**src/rtl/lsu_pkg.sv**
```systemverilog
// Shared types and constants for the load/store memory stage.
package lsu_pkg;

  typedef enum logic [1:0] {
    IDLE = 2'b00,
    BUSY = 2'b01,
    DONE = 2'b10
  } lsu_state_t;

  // Access width codes; SZ_LOAD only appears on the store_size input and is
  // resolved to a real width from funct3 before it reaches the datapath.
  localparam logic [1:0] SZ_B    = 2'b00;
  localparam logic [1:0] SZ_H    = 2'b01;
  localparam logic [1:0] SZ_W    = 2'b10;
  localparam logic [1:0] SZ_LOAD = 2'b11;

  localparam logic [2:0] F3_LB  = 3'b000;
  localparam logic [2:0] F3_LH  = 3'b001;
  localparam logic [2:0] F3_LW  = 3'b010;
  localparam logic [2:0] F3_LBU = 3'b100;
  localparam logic [2:0] F3_LHU = 3'b101;

  // Resolve the effective access width; unknown load funct3 codes act as LW.
  function automatic logic [1:0] decodeSize(input logic [1:0] storeSize,
                                            input logic [2:0] f3);
    logic [1:0] sz;
    if (storeSize != SZ_LOAD) begin
      sz = storeSize;
    end else begin
      case (f3)
        F3_LB, F3_LBU: sz = SZ_B;
        F3_LH, F3_LHU: sz = SZ_H;
        default:       sz = SZ_W;
      endcase
    end
    return sz;
  endfunction

  // Only LB and LH sign-extend; stores never use the signedness.
  function automatic logic decodeSigned(input logic [1:0] storeSize,
                                        input logic [2:0] f3);
    return (storeSize == SZ_LOAD) && ((f3 == F3_LB) || (f3 == F3_LH));
  endfunction

endpackage

```
**src/rtl/lsu_mem_stage_align.sv**
```systemverilog
// Combinational byte-lane logic: store steering, alignment check, load extraction.
module lsu_align
  import lsu_pkg::*;
(
  input  logic [1:0]  size_i,
  input  logic        signed_i,
  input  logic [1:0]  offset_i,
  input  logic [31:0] store_data_i,
  input  logic [31:0] rdata_i,
  output logic [3:0]  wstrb_o,
  output logic [31:0] wdata_o,
  output logic        misaligned_o,
  output logic [31:0] load_data_o
);

  logic [31:0] shifted;

  // Steer store data onto the byte lanes and flag natural-alignment violations.
  always_comb begin
    wstrb_o      = 4'b1111;
    wdata_o      = store_data_i;
    misaligned_o = 1'b0;
    case (size_i)
      SZ_B: begin
        wstrb_o = 4'b0001 << offset_i;
        wdata_o = {4{store_data_i[7:0]}};
      end
      SZ_H: begin
        wstrb_o      = 4'b0011 << offset_i;
        wdata_o      = {2{store_data_i[15:0]}};
        misaligned_o = offset_i[0];
      end
      default: begin
        wstrb_o      = 4'b1111;
        wdata_o      = store_data_i;
        misaligned_o = (offset_i != 2'b00);
      end
    endcase
  end

  // Bring the addressed bytes down to bit 0 and extend to the full word.
  always_comb begin
    shifted = rdata_i >> {offset_i, 3'b000};
    case (size_i)
      SZ_B:    load_data_o = {{24{signed_i & shifted[7]}}, shifted[7:0]};
      SZ_H:    load_data_o = {{16{signed_i & shifted[15]}}, shifted[15:0]};
      default: load_data_o = shifted;
    endcase
  end

endmodule

```
**src/rtl/lsu_mem_stage.sv**
```systemverilog
// Memory-stage load/store unit: one outstanding bus access, pipeline stall,
// timeout abort and extended load return to writeback.
module lsu_mem_stage
  import lsu_pkg::*;
#(
  parameter int TIMEOUT_CYCLES = 16,
  parameter int CNT_W          = 5
) (
  input  logic        CLK,
  input  logic        reset,
  input  logic        memory_en,
  input  logic [1:0]  store_size,
  input  logic [2:0]  funct3,
  input  logic [31:0] addr,
  input  logic [31:0] store_data,
  output logic        mem_req,
  output logic        mem_we,
  output logic [31:0] mem_addr,
  output logic [31:0] mem_wdata,
  output logic [3:0]  mem_wstrb,
  input  logic        mem_ready,
  input  logic [31:0] mem_rdata,
  output logic        stall,
  output logic [31:0] load_data,
  output logic        load_valid,
  output logic        misaligned,
  output logic        bus_timeout
);

  localparam logic [CNT_W-1:0] CNT_LAST = CNT_W'(TIMEOUT_CYCLES - 1);

  lsu_state_t       state_q;
  logic [CNT_W-1:0] cnt_q;
  logic             mem_req_q;
  logic             mem_we_q;
  logic [31:0]      mem_addr_q;
  logic [31:0]      mem_wdata_q;
  logic [3:0]       mem_wstrb_q;
  logic [31:0]      load_data_q;
  logic             load_valid_q;
  logic             bus_timeout_q;
  logic [1:0]       size_q;
  logic             signed_q;
  logic [1:0]       offset_q;

  logic [1:0]  reqSize;
  logic        reqSigned;
  logic        reqIsStore;
  logic        inIdle;
  logic        accept;
  logic [1:0]  alSize;
  logic        alSigned;
  logic [1:0]  alOffset;
  logic [3:0]  alWstrb;
  logic [31:0] alWdata;
  logic        alMisaligned;
  logic [31:0] alLoadData;

  // Decode the incoming instruction; the lane logic sees it only while idle,
  // afterwards it sees the captured access so load extraction matches the request.
  always_comb begin
    reqSize    = decodeSize(store_size, funct3);
    reqSigned  = decodeSigned(store_size, funct3);
    reqIsStore = (store_size != SZ_LOAD);
    inIdle     = (state_q == IDLE);
    alSize     = inIdle ? reqSize   : size_q;
    alSigned   = inIdle ? reqSigned : signed_q;
    alOffset   = inIdle ? addr[1:0] : offset_q;
    accept     = memory_en & inIdle & ~alMisaligned;
  end

  lsu_align u_align (
    .size_i       (alSize),
    .signed_i     (alSigned),
    .offset_i     (alOffset),
    .store_data_i (store_data),
    .rdata_i      (mem_rdata),
    .wstrb_o      (alWstrb),
    .wdata_o      (alWdata),
    .misaligned_o (alMisaligned),
    .load_data_o  (alLoadData)
  );

  // Access FSM with timeout counter and registered bus/result outputs.
  always_ff @(posedge CLK) begin
    if (reset) begin
      state_q       <= IDLE;
      cnt_q         <= '0;
      mem_req_q     <= 1'b0;
      mem_we_q      <= 1'b0;
      mem_addr_q    <= '0;
      mem_wdata_q   <= '0;
      mem_wstrb_q   <= '0;
      load_data_q   <= '0;
      load_valid_q  <= 1'b0;
      bus_timeout_q <= 1'b0;
      size_q        <= SZ_B;
      signed_q      <= 1'b0;
      offset_q      <= 2'b00;
    end else begin
      load_valid_q  <= 1'b0;
      bus_timeout_q <= 1'b0;
      unique case (state_q)
        IDLE: begin
          if (accept) begin
            state_q     <= BUSY;
            cnt_q       <= '0;
            mem_req_q   <= 1'b1;
            mem_we_q    <= reqIsStore;
            mem_addr_q  <= {addr[31:2], 2'b00};
            mem_wdata_q <= alWdata;
            mem_wstrb_q <= reqIsStore ? alWstrb : 4'b0000;
            size_q      <= reqSize;
            signed_q    <= reqSigned;
            offset_q    <= addr[1:0];
          end
        end
        BUSY: begin
          if (mem_ready) begin
            state_q   <= DONE;
            cnt_q     <= '0;
            mem_req_q <= 1'b0;
            if (!mem_we_q) begin
              load_data_q  <= alLoadData;
              load_valid_q <= 1'b1;
            end
          end else if (cnt_q == CNT_LAST) begin
            state_q       <= DONE;
            cnt_q         <= '0;
            mem_req_q     <= 1'b0;
            bus_timeout_q <= 1'b1;
          end else begin
            cnt_q <= cnt_q + 1'b1;
          end
        end
        DONE: begin
          state_q <= IDLE;
        end
        default: begin
          state_q <= IDLE;
        end
      endcase
    end
  end

  assign mem_req     = mem_req_q;
  assign mem_we      = mem_we_q;
  assign mem_addr    = mem_addr_q;
  assign mem_wdata   = mem_wdata_q;
  assign mem_wstrb   = mem_wstrb_q;
  assign load_data   = load_data_q;
  assign load_valid  = load_valid_q;
  assign bus_timeout = bus_timeout_q;
  assign misaligned  = memory_en & inIdle & alMisaligned;
  assign stall       = accept | (state_q == BUSY);

endmodule

```
**config.mk**
```make
export PLATFORM = sky130hd
export DESIGN_NAME = lsu_mem_stage
export DESIGN_NICKNAME = d
export VERILOG_FILES = /design/src/rtl/lsu_pkg.sv /design/src/rtl/lsu_mem_stage_align.sv /design/src/rtl/lsu_mem_stage.sv
export SDC_FILE = /design/constraint.sdc
export NUM_CORES = 1
export LEC_CHECK = 0
export ABC_AREA = 1
export CORE_MARGIN = 2
export CORE_UTILIZATION = 40
export CTS_BUF_LIST = sky130_fd_sc_hd__clkbuf_4
export DETAILED_ROUTE_END_ITERATION = 8
export PLACE_DENSITY = 0.74
export SYNTH_ARGS = -nofsm -noshare
export SYNTH_HDL_FRONTEND = slang
export SYNTH_HIERARCHICAL = 1
export SYNTH_SLANG_ARGS = --single-unit
```
**constraint.sdc**
```tcl
create_clock -name CLK -period 3.8 [get_ports CLK]
set_input_delay 0.38 -clock CLK [delete_from_list [all_inputs] [get_ports CLK]]
set_output_delay 0.38 -clock CLK [all_outputs]
set_load 0.05 [all_outputs]
```
After elaboration in Yosys (flattened, before gate mapping):

Cells that the tools add are included.

* register bits after elaboration: 114
* bits of input ports: 105

* shift operators: 3
* reduce and logical (&&, ||, !) cells: 16
* eq/ne operators: 10
* add/subtract/negate cells: 1
* bitwise gates (word level): 10
* mux-type cells: 24

Operators with widths (number)
* 32-bit case mux with 2 select lines: 2
* 32-bit by 5-bit >> shifter with 32-bit output: 1
* 5-bit two-way mux: 3
* 2-bit two-way mux: 6
* 5-bit case mux with 2 select lines: 1
* 2-bit case mux with 2 select lines: 2
* 4-bit case mux with 2 select lines: 1
* 3-bit equality test (second input constant): 2
* 1-bit two-way mux: 6
* 2-bit AND reduction: 3
* 3-bit AND reduction: 2
* 3-bit OR reduction: 2
* 5-bit by 1-bit adder with 5-bit output (second input constant): 1
* 1-bit AND: 5
* 5-bit by 4-bit equality test with 1-bit output (second input constant): 1
* 2-bit by 1-bit equality test with 1-bit output (second input constant): 2
* 2-bit zero test: 2
* 4-bit two-way mux: 1
* 1-bit inverter: 4
* 1-bit case mux with 2 select lines: 2
* 2-bit nonzero test: 2
* 2-bit OR reduction: 2
* 1-bit by 2-bit left shift with 4-bit output (first input constant): 1
* 2-bit by 2-bit left shift with 4-bit output (first input constant): 1
* 9 further kinds: 9

Depth between registers and ports, before layout:

* depth after elaboration: 11
* mapped depth: 17
* gate-level depth less buffers: 15

By module:

The synthesis kept the hierarchy.

By module, submodules not included
* lsu_mem_stage: sequential area each 2282.2 µm², cells each 542, instances 1, area an instance 4155.2 µm²
* lsu_align: sequential area each 0.0 µm², cells each 247, instances 1, area an instance 1316.3 µm²

Worst setup path after synthesis:

No wires, ideal clock.

* kind: reg-to-output
* start: register state_q[1]
* end: output port misaligned
* slack: 724 ps
* path buffers: 1
* data required time: 3420 ps
* cell stages (with the launch flop): 10
* data arrival time: 2696 ps
* path through: dfxtp_1 nor2_4 o21ai_0 inv_2 buf_2 nor2_1 nor2_1 a21oi_1 inv_1 nor3_1

* word-level cells in the longest chain between the ends: 5
* elaborated cells between the ends (all ways): 9
* classes of those cells: 1 x eq/ne; 3 x mux; 2 x bitwise; 3 x reduce/logical

Ends and longest elaborated chain
* from (decl): RTL line lsu_mem_stage.sv:32 `lsu_state_t state_q;`
* from (signal assigned): RTL line lsu_mem_stage.sv:87 `state_q <= IDLE;`
* from (signal assigned): RTL line lsu_mem_stage.sv:106 `state_q <= BUSY;`
* from (signal assigned): RTL line lsu_mem_stage.sv:120 `state_q <= DONE;`
* 2-bit zero test (*): RTL line lsu_mem_stage.sv:65 `inIdle = (state_q == IDLE);`
* 2-bit two-way mux (*): RTL line lsu_mem_stage.sv:68 `alOffset = inIdle ? addr[1:0] : offset_q;`
* net alOffset[0]: RTL line lsu_mem_stage.sv:53 `logic [1:0] alOffset;`
* 2-bit nonzero test: RTL line lsu_mem_stage_align.sv:36 `misaligned_o = (offset_i != 2'b00);`
* 1-bit case mux with 2 select lines (*): RTL line lsu_mem_stage_align.sv:23 `case (size_i)`
* net alMisaligned: RTL line lsu_mem_stage.sv:56 `logic alMisaligned;`
* 1-bit AND (*): RTL line lsu_mem_stage.sv:154 `assign misaligned = memory_en & inIdle & alMisaligned;`
* to (decl): RTL line lsu_mem_stage.sv:26 `output logic misaligned,`

The timed path passes the listed nets; every way through them passes the cells marked *.

Worst setup path after layout:

* start: register state_q[1]
* end: output port stall

* word-level cells in the longest chain between the ends: 7
* elaborated cells between the ends (all ways): 12
* classes of those cells: 2 x eq/ne; 3 x mux; 4 x bitwise; 3 x reduce/logical

Ends and longest elaborated chain
* 2-bit zero test (*): RTL line lsu_mem_stage.sv:65
* 2-bit two-way mux (*): RTL line lsu_mem_stage.sv:66 `alSize = inIdle ? reqSize : size_q;`
* net alSize[1]: RTL line lsu_mem_stage.sv:51 `logic [1:0] alSize;`
* 2-bit by 1-bit equality test with 1-bit output / 2-bit zero test (equally long branches): RTL line lsu_mem_stage_align.sv:23
* 1-bit case mux with 2 select lines (*): RTL line lsu_mem_stage_align.sv:23
* net alMisaligned: RTL line lsu_mem_stage.sv:56
* 1-bit inverter (*): RTL line lsu_mem_stage.sv:69 `accept = memory_en & inIdle & ~alMisaligned;`
* 1-bit AND (*): RTL line lsu_mem_stage.sv:69
* 1-bit bitwise OR (*): RTL line lsu_mem_stage.sv:155 `assign stall = accept | (state_q == BUSY);`
* to (decl): RTL line lsu_mem_stage.sv:23 `output logic stall,`

Marks and branches as above.

==> flow_summary_export.csv <==
group,metric,value,unit
status,outcome,"completed",
synthesis,synth.avg_cell_area,6.93,um2
synthesis,synthDistinctLibCells,29,
worst_setup_path,cp_data_arrival_time,2.76,ns
cts,cts.path.max_buffers,2,
place,gp_congestion,0.889,
place,placed_area,7470,um2
job,max_cap_viol_count,0,
final_layout,seq_area,2280,um2
timing,tightest_slew,1.10,ns
timing,min_period,3.14,ns
worst_setup_path,crit_path_start_kind,"flop",
final_layout,layout-area-overhead-vs-synth,41.8,%
cts,tritoncts,"done",
final_layout,num-fill-cells,1276,
place,hpwl,11600,um
timing,min_period_over_period,0.827,
routing,viasPerCell,4.86,
worst_setup_path,critPathMaxFanout,17,
floorplan,die_width,121,um
worst_setup_path,regToRegEndpoint,"mem_wdata[20]",
pwr,leakagePower,3.18,nW
timing,rsz0062_at_grt,"false",
min_path,hp-start,"addr[3]",
floorplan,die_area,14600,um2
worst_setup_path,worstPathRequired,3.42,ns
final_layout,antenna_cells,0,
final_layout,drive_above_1_share,0.0696,
timing,timing.fmax,318,MHz
routing,firstDrtPassIters,5,
cts,cts_hold_buf,0,
routing,drt.antenna.violating_nets,0,
global_routing,grt_max_degree,73,
final_layout,utilization,0.584,
floorplan,initial_utilization,0.412,
global_routing,grt_antenna_before_repair,0,
worst_setup_path,crit_type,"flop to output pin",
pwr,cellPowerDensity,464,nW/um2
cts,postCtsSetupRepairBufs,0,
min_path,hold_end,"mem_addr[3]",
final_layout,nets,1070,
cts,htree_levels,4,
synthesis,ys_ff_latch,114,
routing,routedWlPerCell,14.0,um
timing,hold_viol,0,
global_routing,grt_pass1_vias,5308,
synthesis,yosysWarnings,6,
min_path,hp-class,"primary input to flop",
floorplan,die_h,121,um
global_routing,grt_usage,0.226,
synthesis,synth_seq_area_share,0.417,
timing,slew_headroom,0.268,
timing,setup_violations,0,
routing,routed_wl,16200,um
worst_setup_path,worstPathCellList,"nor2_4 -> nand2_1 -> o21ai_1 -> inv_8 -> nand2_4 -> nor2_1 -> nor2_1 -> a21oi_1 -> inv_1 -> nand3_4 -> nand2_1 -> buf_12",
global_routing,global_route.overflow_total,0,
global_routing,grt_pass1_wl,26000,um
timing,skew,0.0195,ns
worst_setup_path,max_stage_delay,0.37,ns
cts,clk_latency,0.56,ns
routing,drtIter0Drc,350,
min_path,min_path_cells,3,
worst_setup_path,reg2reg_depth,11,
worst_setup_path,slowest_stage,"dfxtp_1",
floorplan,ioPinCount,211,
cts,cts_resized,0,
timing,tns,0,ns
timing,report.final.slew_viol_count,0,
place,port_buffers,208,
floorplan,rows,42,
cts,cts_buffers,17,
final_layout,final_cell_area,7760,um2
final_layout,multi_input_area,2640,um2
worst_setup_path,r2r_slack,1.09,ns
synthesis,syn-cell-area,5470,um2
cts,clk_pin_slew_worst_paths,0.12,ns
worst_setup_path,r2r-start,"state_q[1]",
worst_setup_path,worst_setup_path_end_kind,"output pin",
cts,cts_root_buf,"clkbuf_4",
routing,dr_total_vias,5608,
routing,drc,0,
floorplan,fp.coreArea,13300,um2
synthesis,syn_inst,789,
cts,cts.sinks,114,
pwr,peakVddDrop,0.220,mV
-- registers in the layout, summed over array words and instances (netlist names) --
| signal | cells |
|---|---|
| signed_q | 1 |
| mem_addr | 30 |
| state_q | 2 |
| bus_timeout | 1 |
| mem_req | 1 |
| offset_q | 2 |
| load_valid | 1 |
| cnt_q | 5 |
| mem_wstrb | 4 |
| size_q | 2 |
| mem_we | 1 |
| mem_wdata | 32 |
| load_data | 32 |
-- cells by family (layout without fill, tap and decap cells) --
| family | after synthesis | after routing | share of synthesized area |
|---|---|---|---|
| simple gates | 393 | 393 | 0.303 |
| compound gates | 176 | 176 | 0.175 |
| flops | 114 | 114 | 0.417 |
| buf+inv | 104 | 291 | 0.101 |
| fa+ha+maj | 1 | 1 | 0.00229 |
| other cells | 1 | 2 | 0.000685 |
-- cells in the mapped netlist (all sizes together) --
cell,number,area [um2]
conb,1,3.75
a21boi,1,7.51
a21oi,86,430
nand4,2,12.5
dfxtp,114,2280
nor2,90,358
clkinv,1,5.00
ha,1,12.5
o211ai,23,173
inv,43,169
nand3,32,255
buf,37,294
and2,1,6.26
nor3,4,20.0
a22oi,7,52.6
nand2,264,1010
clkbuf,23,86.3
o21ai,59,295
-- worst max-delay path, delay by kind of cell, from the launching register on --
kind	cells	cell delay [ns]
compound gates	2	0.30
buf+inv	3	0.44
flops	1	0.37
simple gates	7	1.09
-- worst max-delay path by stage --
stage | end | from | slack (ns)
after CTS | stall | state_q[1] | 0.61
after floorplan | misaligned | state_q[1] | 0.72
after detailed placement | mem_wdata[20] | store_size[1] | 0.57
after global placement | mem_wdata[17] | store_size[0] | 0.61
final | stall | state_q[1] | 0.66
after global routing | stall | state_q[1] | 0.37
-- per-stage QoR --
step | hold slack [ns] | cells | power (mW) | setup slack, ns
2_1_floorplan | 0.424 | 790 | 2.29 | 0.724
3_3_place_gp | 0.445 | 1121 | 2.71 | 0.606
3_5_place_dp | 0.453 | 1121 | 2.72 | 0.571
4_1_cts | 0.331 | 1153 | 3.63 | 0.613
5_1_grt | 0.332 | 1153 | 3.80 | 0.365
6_report | 0.361 | 1153 | 3.60 | 0.657
-- layer usage --
| metal | track usage | share of wire | wire (um) | up-vias |
|---|---|---|---|---|
| li1 | - | - | - | 2888 |
| met1 | 0.272 | 0.42 | 6860 | 2508 |
| met2 | 0.364 | 0.47 | 7640 | 183 |
| met3 | 0.0818 | 0.078 | 1260 | 29 |
| met4 | 0.0894 | 0.026 | 416 | 0 |
| met5 | 0 | 0 | 0 | - |
-- area by class of cell --
| class | instances | area share |
|---|---|---|
| Clock buffer | 17 | 0.0164 |
| Clock inverter | 15 | 0.0210 |
| Inverter | 44 | 0.0224 |
| Multi-Input combinational cell | 572 | 0.341 |
| Sequential cell | 114 | 0.294 |
| Tap cell | 176 | 0.0284 |
| Timing Repair Buffer | 215 | 0.277 |
-- placed cells by master (no fill, tap or decap) --
master           instances
nand2_1                261
clkdlybuf4s50_1        205
dfxtp_1                114
a21oi_1                 86
nor2_1                  86
o21ai_0                 56
inv_1                   41
o211ai_1                23
clkbuf_4                17
nand3_1                 16
nand3_2                 14
clkinv_4                 8
buf_4                    7
a22oi_1                  7
nor3_1                   4
nor2_4                   2
nand3_4                  2
o21ai_1                  2
nor2_2                   2
nand4_1                  2
clkinv_2                 2
conb_1                   2
clkinvlp_4               2
bufinv_16                2
buf_12                   2
nand2_4                  2
o21ai_2                  1
a21boi_0                 1
ha_1                     1
clkinv_1                 1
inv_6                    1
buf_2                    1
inv_8                    1
inv_2                    1
and2_1                   1
nand2_2                  1
-- power breakdown --
| part | switching [mW] | total (mW) | internal, mW |
|---|---|---|---|
| registers | 0.0571 | 1.36 | 1.31 |
| logic | 0.864 | 1.32 | 0.459 |
| clock network | 0.515 | 0.910 | 0.395 |
(Power assumes the default switching activity.)
